`src/rtl/npu_pkg.sv`:
```
// rtl/npu_pkg.sv - shared NPU constants, status bit map and packer state type
//
// Holds the activation/bus widths, the Avalon register map of the activation
// readback port, the STATUS word bit positions and the packer state enum.
package npu_pkg;

  localparam int ACT_W = 16;
  localparam int BUS_W = 32;

  localparam logic ADDR_DATA   = 1'b0;
  localparam logic ADDR_STATUS = 1'b1;

  localparam int ST_EMPTY = 16;
  localparam int ST_FULL  = 17;
  localparam int ST_OVF   = 18;
  localparam int ST_HALF  = 19;

  typedef enum logic {
    PK_LO = 1'b0,
    PK_HI = 1'b1
  } pk_state_t;

endpackage

```
`src/rtl/sync_fifo.sv`:
```
// rtl/sync_fifo.sv - single-clock FIFO with occupancy count and fall-through head
//
// Ports:
//   clk        rising-edge clock
//   rst_n      synchronous active-low reset (pointers and count only)
//   push       write push_data if there is room, or if a pop frees a slot this edge
//   push_data  word to store
//   pop        drop the head word (ignored while empty)
//   head       oldest stored word, combinational
//   full       count == DEPTH
//   empty      count == 0
//   count      number of stored words, 0..DEPTH
module sync_fifo #(
  parameter int WIDTH = 32,
  parameter int DEPTH = 16
) (
  input  logic                     clk,
  input  logic                     rst_n,
  input  logic                     push,
  input  logic [WIDTH-1:0]         push_data,
  input  logic                     pop,
  output logic [WIDTH-1:0]         head,
  output logic                     full,
  output logic                     empty,
  output logic [$clog2(DEPTH):0]   count
);

  localparam int AW = $clog2(DEPTH);
  localparam int CW = AW + 1;

  logic [WIDTH-1:0] mem [DEPTH];
  logic [AW-1:0]    wr_ptr;
  logic [AW-1:0]    rd_ptr;
  logic             do_push;
  logic             do_pop;

  // A pop on the same edge frees the slot, so a full FIFO can still accept.
  assign do_pop  = pop & ~empty;
  assign do_push = push & (~full | do_pop);

  assign full  = (count == CW'(DEPTH));
  assign empty = (count == '0);
  assign head  = mem[rd_ptr];

  // DEPTH is a power of two, so the pointers wrap by plain overflow.
  always_ff @(posedge clk) begin
    if (!rst_n) begin
      wr_ptr <= '0;
      rd_ptr <= '0;
      count  <= '0;
    end else begin
      if (do_push) wr_ptr <= wr_ptr + AW'(1);
      if (do_pop)  rd_ptr <= rd_ptr + AW'(1);
      count <= count + CW'(do_push) - CW'(do_pop);
    end
  end

  always_ff @(posedge clk) begin
    if (do_push) mem[wr_ptr] <= push_data;
  end

endmodule

```
`src/rtl/act_readback.sv`:
```
// rtl/act_readback.sv - packs ReLU activations into 32-bit words for host readback
//
// Ports:
//   CLKEXT         single clock
//   RST_GLO_N      synchronous active-low reset
//   Data_IN        activation sample from the ReLU output register
//   EN_IN          sample strobe
//   FLUSH          pushes a pending half-word, zero-padded
//   chipselect     Avalon-MM select
//   read           Avalon-MM read strobe
//   address        0 = DATA (pop), 1 = STATUS
//   readdata       registered read data
//   readdatavalid  one-cycle read strobe, one cycle after the read
//   full/empty     FIFO occupancy flags
//   overflow       sticky, a packed word was dropped; cleared by a STATUS read
module act_readback
  import npu_pkg::*;
#(
  parameter int DEPTH = 16,
  parameter int ACT_W = npu_pkg::ACT_W
) (
  input  logic             CLKEXT,
  input  logic             RST_GLO_N,
  input  logic [ACT_W-1:0] Data_IN,
  input  logic             EN_IN,
  input  logic             FLUSH,
  input  logic             chipselect,
  input  logic             read,
  input  logic             address,
  output logic [BUS_W-1:0] readdata,
  output logic             readdatavalid,
  output logic             full,
  output logic             empty,
  output logic             overflow
);

  localparam int WORD_W = 2 * ACT_W;
  localparam int CW     = $clog2(DEPTH) + 1;

  pk_state_t           state;
  logic [ACT_W-1:0]    lo_reg;
  logic                push;
  logic [WORD_W-1:0]   push_word;
  logic [WORD_W-1:0]   head;
  logic [CW-1:0]       count;
  logic                data_rd;
  logic                status_rd;
  logic                pop;
  logic                drop;
  logic [BUS_W-1:0]    status;

  assign data_rd   = chipselect & read & (address == ADDR_DATA);
  assign status_rd = chipselect & read & (address == ADDR_STATUS);
  assign pop       = data_rd & ~empty;
  assign drop      = push & full & ~pop;

  // A sample in HI always completes the pair, so FLUSH only matters when no
  // pair is completed: with a sample in LO it ships that sample alone, and
  // without a sample in HI it ships the held half.
  always_comb begin
    push      = 1'b0;
    push_word = '0;
    if (EN_IN && state == PK_HI) begin
      push      = 1'b1;
      push_word = {Data_IN, lo_reg};
    end else if (EN_IN && FLUSH) begin
      push      = 1'b1;
      push_word = {{ACT_W{1'b0}}, Data_IN};
    end else if (FLUSH && state == PK_HI) begin
      push      = 1'b1;
      push_word = {{ACT_W{1'b0}}, lo_reg};
    end
  end

  always_ff @(posedge CLKEXT) begin
    if (!RST_GLO_N) begin
      state  <= PK_LO;
      lo_reg <= '0;
    end else if (EN_IN) begin
      if (state == PK_LO) begin
        lo_reg <= Data_IN;
        state  <= FLUSH ? PK_LO : PK_HI;
      end else begin
        state <= PK_LO;
      end
    end else if (FLUSH) begin
      state <= PK_LO;
    end
  end

  always_comb begin
    status           = '0;
    status[15:0]     = 16'(count);
    status[ST_EMPTY] = empty;
    status[ST_FULL]  = full;
    status[ST_OVF]   = overflow;
    status[ST_HALF]  = (state == PK_HI);
  end

  always_ff @(posedge CLKEXT) begin
    if (!RST_GLO_N) begin
      readdata      <= '0;
      readdatavalid <= 1'b0;
      overflow      <= 1'b0;
    end else begin
      readdatavalid <= chipselect & read;
      if (data_rd) begin
        readdata <= empty ? '0 : BUS_W'(head);
      end else if (status_rd) begin
        readdata <= status;
      end
      // A drop on the clearing edge wins so no drop goes unreported.
      if (drop) begin
        overflow <= 1'b1;
      end else if (status_rd) begin
        overflow <= 1'b0;
      end
    end
  end

  sync_fifo #(
    .WIDTH(WORD_W),
    .DEPTH(DEPTH)
  ) u_fifo (
    .clk      (CLKEXT),
    .rst_n    (RST_GLO_N),
    .push     (push),
    .push_data(push_word),
    .pop      (pop),
    .head     (head),
    .full     (full),
    .empty    (empty),
    .count    (count)
  );

endmodule

```
`config.mk`:
```
export PLATFORM = sky130hd
export DESIGN_NAME = act_readback
export DESIGN_NICKNAME = d
export VERILOG_FILES = /design/src/rtl/npu_pkg.sv /design/src/rtl/sync_fifo.sv /design/src/rtl/act_readback.sv
export SDC_FILE = /design/constraint.sdc
export NUM_CORES = 1
export LEC_CHECK = 0
export BUFFER_PORTS_ARGS = -buffer_cell sky130_fd_sc_hd__buf_2
export CORE_ASPECT_RATIO = 0.6
export CORE_MARGIN = 2
export CORE_UTILIZATION = 40
export CTS_CLUSTER_SIZE = 8
export DETAILED_ROUTE_END_ITERATION = 8
export GPL_TIMING_DRIVEN = 0
export PLACE_DENSITY = 0.52
export SETUP_SLACK_MARGIN = 0.15
export SLEW_MARGIN = 20
export SYNTH_ARGS = -nofsm -noshare
export SYNTH_HDL_FRONTEND = slang
export SYNTH_SLANG_ARGS = --single-unit
```
`constraint.sdc`:
```
create_clock -name CLKEXT -period 5.6 [get_ports CLKEXT]
set_input_delay 1.4 -clock CLKEXT [delete_from_list [all_inputs] [get_ports CLKEXT]]
set_output_delay 1.4 -clock CLKEXT [all_outputs]
set_load 0.02 [all_outputs]
```
==> results.md <==
* Gp weighted congestion at 0.792
* Final Max Slew Viols at 0
* Synth top area cells: edfxtp_1 (69%), mux4_2 (12%), dfxtp_1 (6.1%), mux2_2 (2.9%), nand2_1 (1.6%)
* Critical Path AT at 2280 ps
* Vias in the first global route at 12,015
* PwrDens at 378 nW/um^2
* Initial Utilization at 40.3%
* Layout Utilization at 48.6%
* Max transition margin at 19.3%
* VDD IR-drop max at 0.000232 V
* Crit end category: output port
* Yosys top cell area share at 68.8%
* Worst Hold Depth at 2
* Synth Area per Inst at 19.4 sq um
* Worst slew pin tran at 1210 ps
* Worst-skew pair later-pin latency at 610 ps
* Worst slack at placement at 1330 ps
* Synth Cell Area at 22,400 sq um
* Critical path launch point type: flip-flop
* Drt pass-1 iters at 5
* Clock tree sinks at 580
* Met3 Use GR at 5.36%
* Area delta synth->final at 20.6%
* DRT Wirelength at 60,700 microns
* WHS Endpoint: readdata[20]$_SDFFE_PN0P_
* F_max at 272 MHz
* Core area at 55,500 sq um
* Top Usage Layer GRT: met1
* CTS buffer count at 82
* Post-DRT Antenna Nets at 0
* HPWL after DPL at 40,700 microns
* RR Endpoint: u_fifo.mem[3][23]$_DFFE_PP_
* Yosys warns at 0
* Vias per Instance at 5.49
* Cell taking the most area after synthesis: edfxtp_1
* Reg2reg start: u_fifo.count[2]$_SDFF_PN0_
* Maxcap violations at 0
* Post-synth EDFFs at 512
* Top post-synthesis cells by count: edfxtp_1 (512), mux4_2 (124), nand2_1 (96)
* Final Hold Vio Count at 0
* Largest register FFs at 512
* Post-CTS Setup Repair Bufs at 0
* CTS tree: yes
* Sequential area share after synthesis at 74.9%
* WP data required at 4200 ps
* Clock buffer depth at 3
* Routed vias at 11,925
* HP Class: reg -> reg
* Gr usage total at 21.5%
* Pin count of the biggest net entering global routing at 18
* Async set-reset flop share out of synthesis at 0%
* Clk Tree Root Cell: clkbuf_16
* Finished Layout Cells at 2,171
* N_diodes at 0
* CTS clock-pin slew for the worst setup and hold paths at 50 ps
* Min-delay src: readdata[20]$_SDFFE_PN0P_
* Cts hold-fix bufs at 0
* Final cycle utilization of the critical path at 65.6%
* Worst hold slack at 432 ps
* Min cycle time layout at 3680 ps
* Final routed DRC violation total at 0
* Die area at 57,900 sq um
* Number of port buffers at 58
* CTS resizes at 0
* IO Pins at 59
* GR Overflow Total at 0
* Clk_skew at 23.3 ps
* Final worst slack at 1920 ps
* Yosys cell types at 41
* Final net count at 1,380
* Most frequent cell after synthesis: edfxtp_1
* #FFs+latches synth at 580
* Share of post-route cells with drive strength above 1 at 30.3%
* Dpl cells at 2,019
* Status: finished, final reports clean
* Htree depth at 3
* First-pass GRT wire length at 87,200 microns
* Die Wd at 309 microns
* Rows at 67
* CP max FO at 4
* Pleak at 8.94 nW
* Critical path class: reg -> out
* WL per Instance at 28.0 microns
* Setup TNS at 0 ps
* Final setup vio count at 0
* Ys flop type: edfxtp_1
* RSZ-0062 raised after global routing: false
* Syn_nets at 1,188
* R2R Setup Slk at 2260 ps
* Post-synthesis cell count at 1,153
* Met2 Usage GRT at 30.1%
* Antenna violations before repair at 1
* DRT iter0 DRCs at 1,353
* Met1 usage at 33.8%
* Worst r2r path cells at 10
* Die Y at 187 microns
critical path, cell delays in order (launching register included):
cell and delay, ps:
dfxtp_1 350, inv_1 110, ha_1 170, nor4bb_1 750, buf_2 300
logic make-up (layout without fill, tap and decap cells):
family,count (synthesis),after routing,share of synthesized area [%]
xor gates and xnor gates,10,10,0.392
DFF,580,580,74.9
AOI/OAI and AO/OA,104,104,3.16
adders and majority gates,12,12,0.705
buffers and inverters,76,335,1.57
and+or+nand+nor,184,184,3.68
muxes,187,187,15.6
metrics by stage:
stage	total power, mW	cell area (sq um)
after detailed placement	5.65	24500
after CTS	10.3	26900
final	10.2	27000
after floorplan	5.39	22400
after global routing	10.6	27000
after global placement	5.63	23600
area by class of cell:
| type | instances | area, sq um |
|---|---|---|
| fillers | 4664 | 28500 |
| flip-flops and latches | 580 | 16700 |
| multi-input cells | 497 | 5380 |
| clock buffers | 146 | 2350 |
| repair buffers | 108 | 1120 |
| well taps | 759 | 950 |
| plain buffers | 64 | 309 |
| clock inverters | 5 | 66.3 |
| inverters | 12 | 45.0 |
report_power, final:
| group | leakage [nW] | internal, mW | switching [mW] |
|---|---|---|---|
| logic | 2.56 | 0.292 | 0.419 |
| clock network | 1.15 | 2.83 | 1.81 |
| registers | 5.23 | 4.80 | 0.0555 |
placed cells by master, fill, tap and decap left out, types with 27 or more instances in the layout:
master,instances
nand2_1,96
clkbuf_16,84
mux4_2,124
nor2_1,27
dfxtp_1,68
clkbuf_1,90
mux2_2,58
a21oi_1,30
edfxtp_1,512
a22oi_1,30
buf_2,78
how the worst max path moves through the flow:
stage | start | endpoint | slack (ps) | depth (start not counted)
after floorplan | EN_IN | u_fifo.mem[3][0]$_DFFE_PP_ | 740 | 5
after global placement | EN_IN | u_fifo.mem[1][21]$_DFFE_PP_ | -3640 | 6
after detailed placement | EN_IN | u_fifo.mem[3][21]$_DFFE_PP_ | 1330 | 10
after CTS | u_fifo.count[2]$_SDFF_PN0_ | full | 1880 | 4
after global routing | EN_IN | u_fifo.mem[3][23]$_DFFE_PP_ | 1810 | 10
final | u_fifo.count[2]$_SDFF_PN0_ | full | 1920 | 4
layer usage:
metal  up-vias  share of wire [%]  wire length, microns
li1       5063                  -                     -
met1      6321                 47                 28700
met2       462                 43                 26200
met3        77                8.0                  4860
met4         2                1.4                   870
met5         -              0.021                    13
Note: power is estimated with default switching activity, not from simulation.
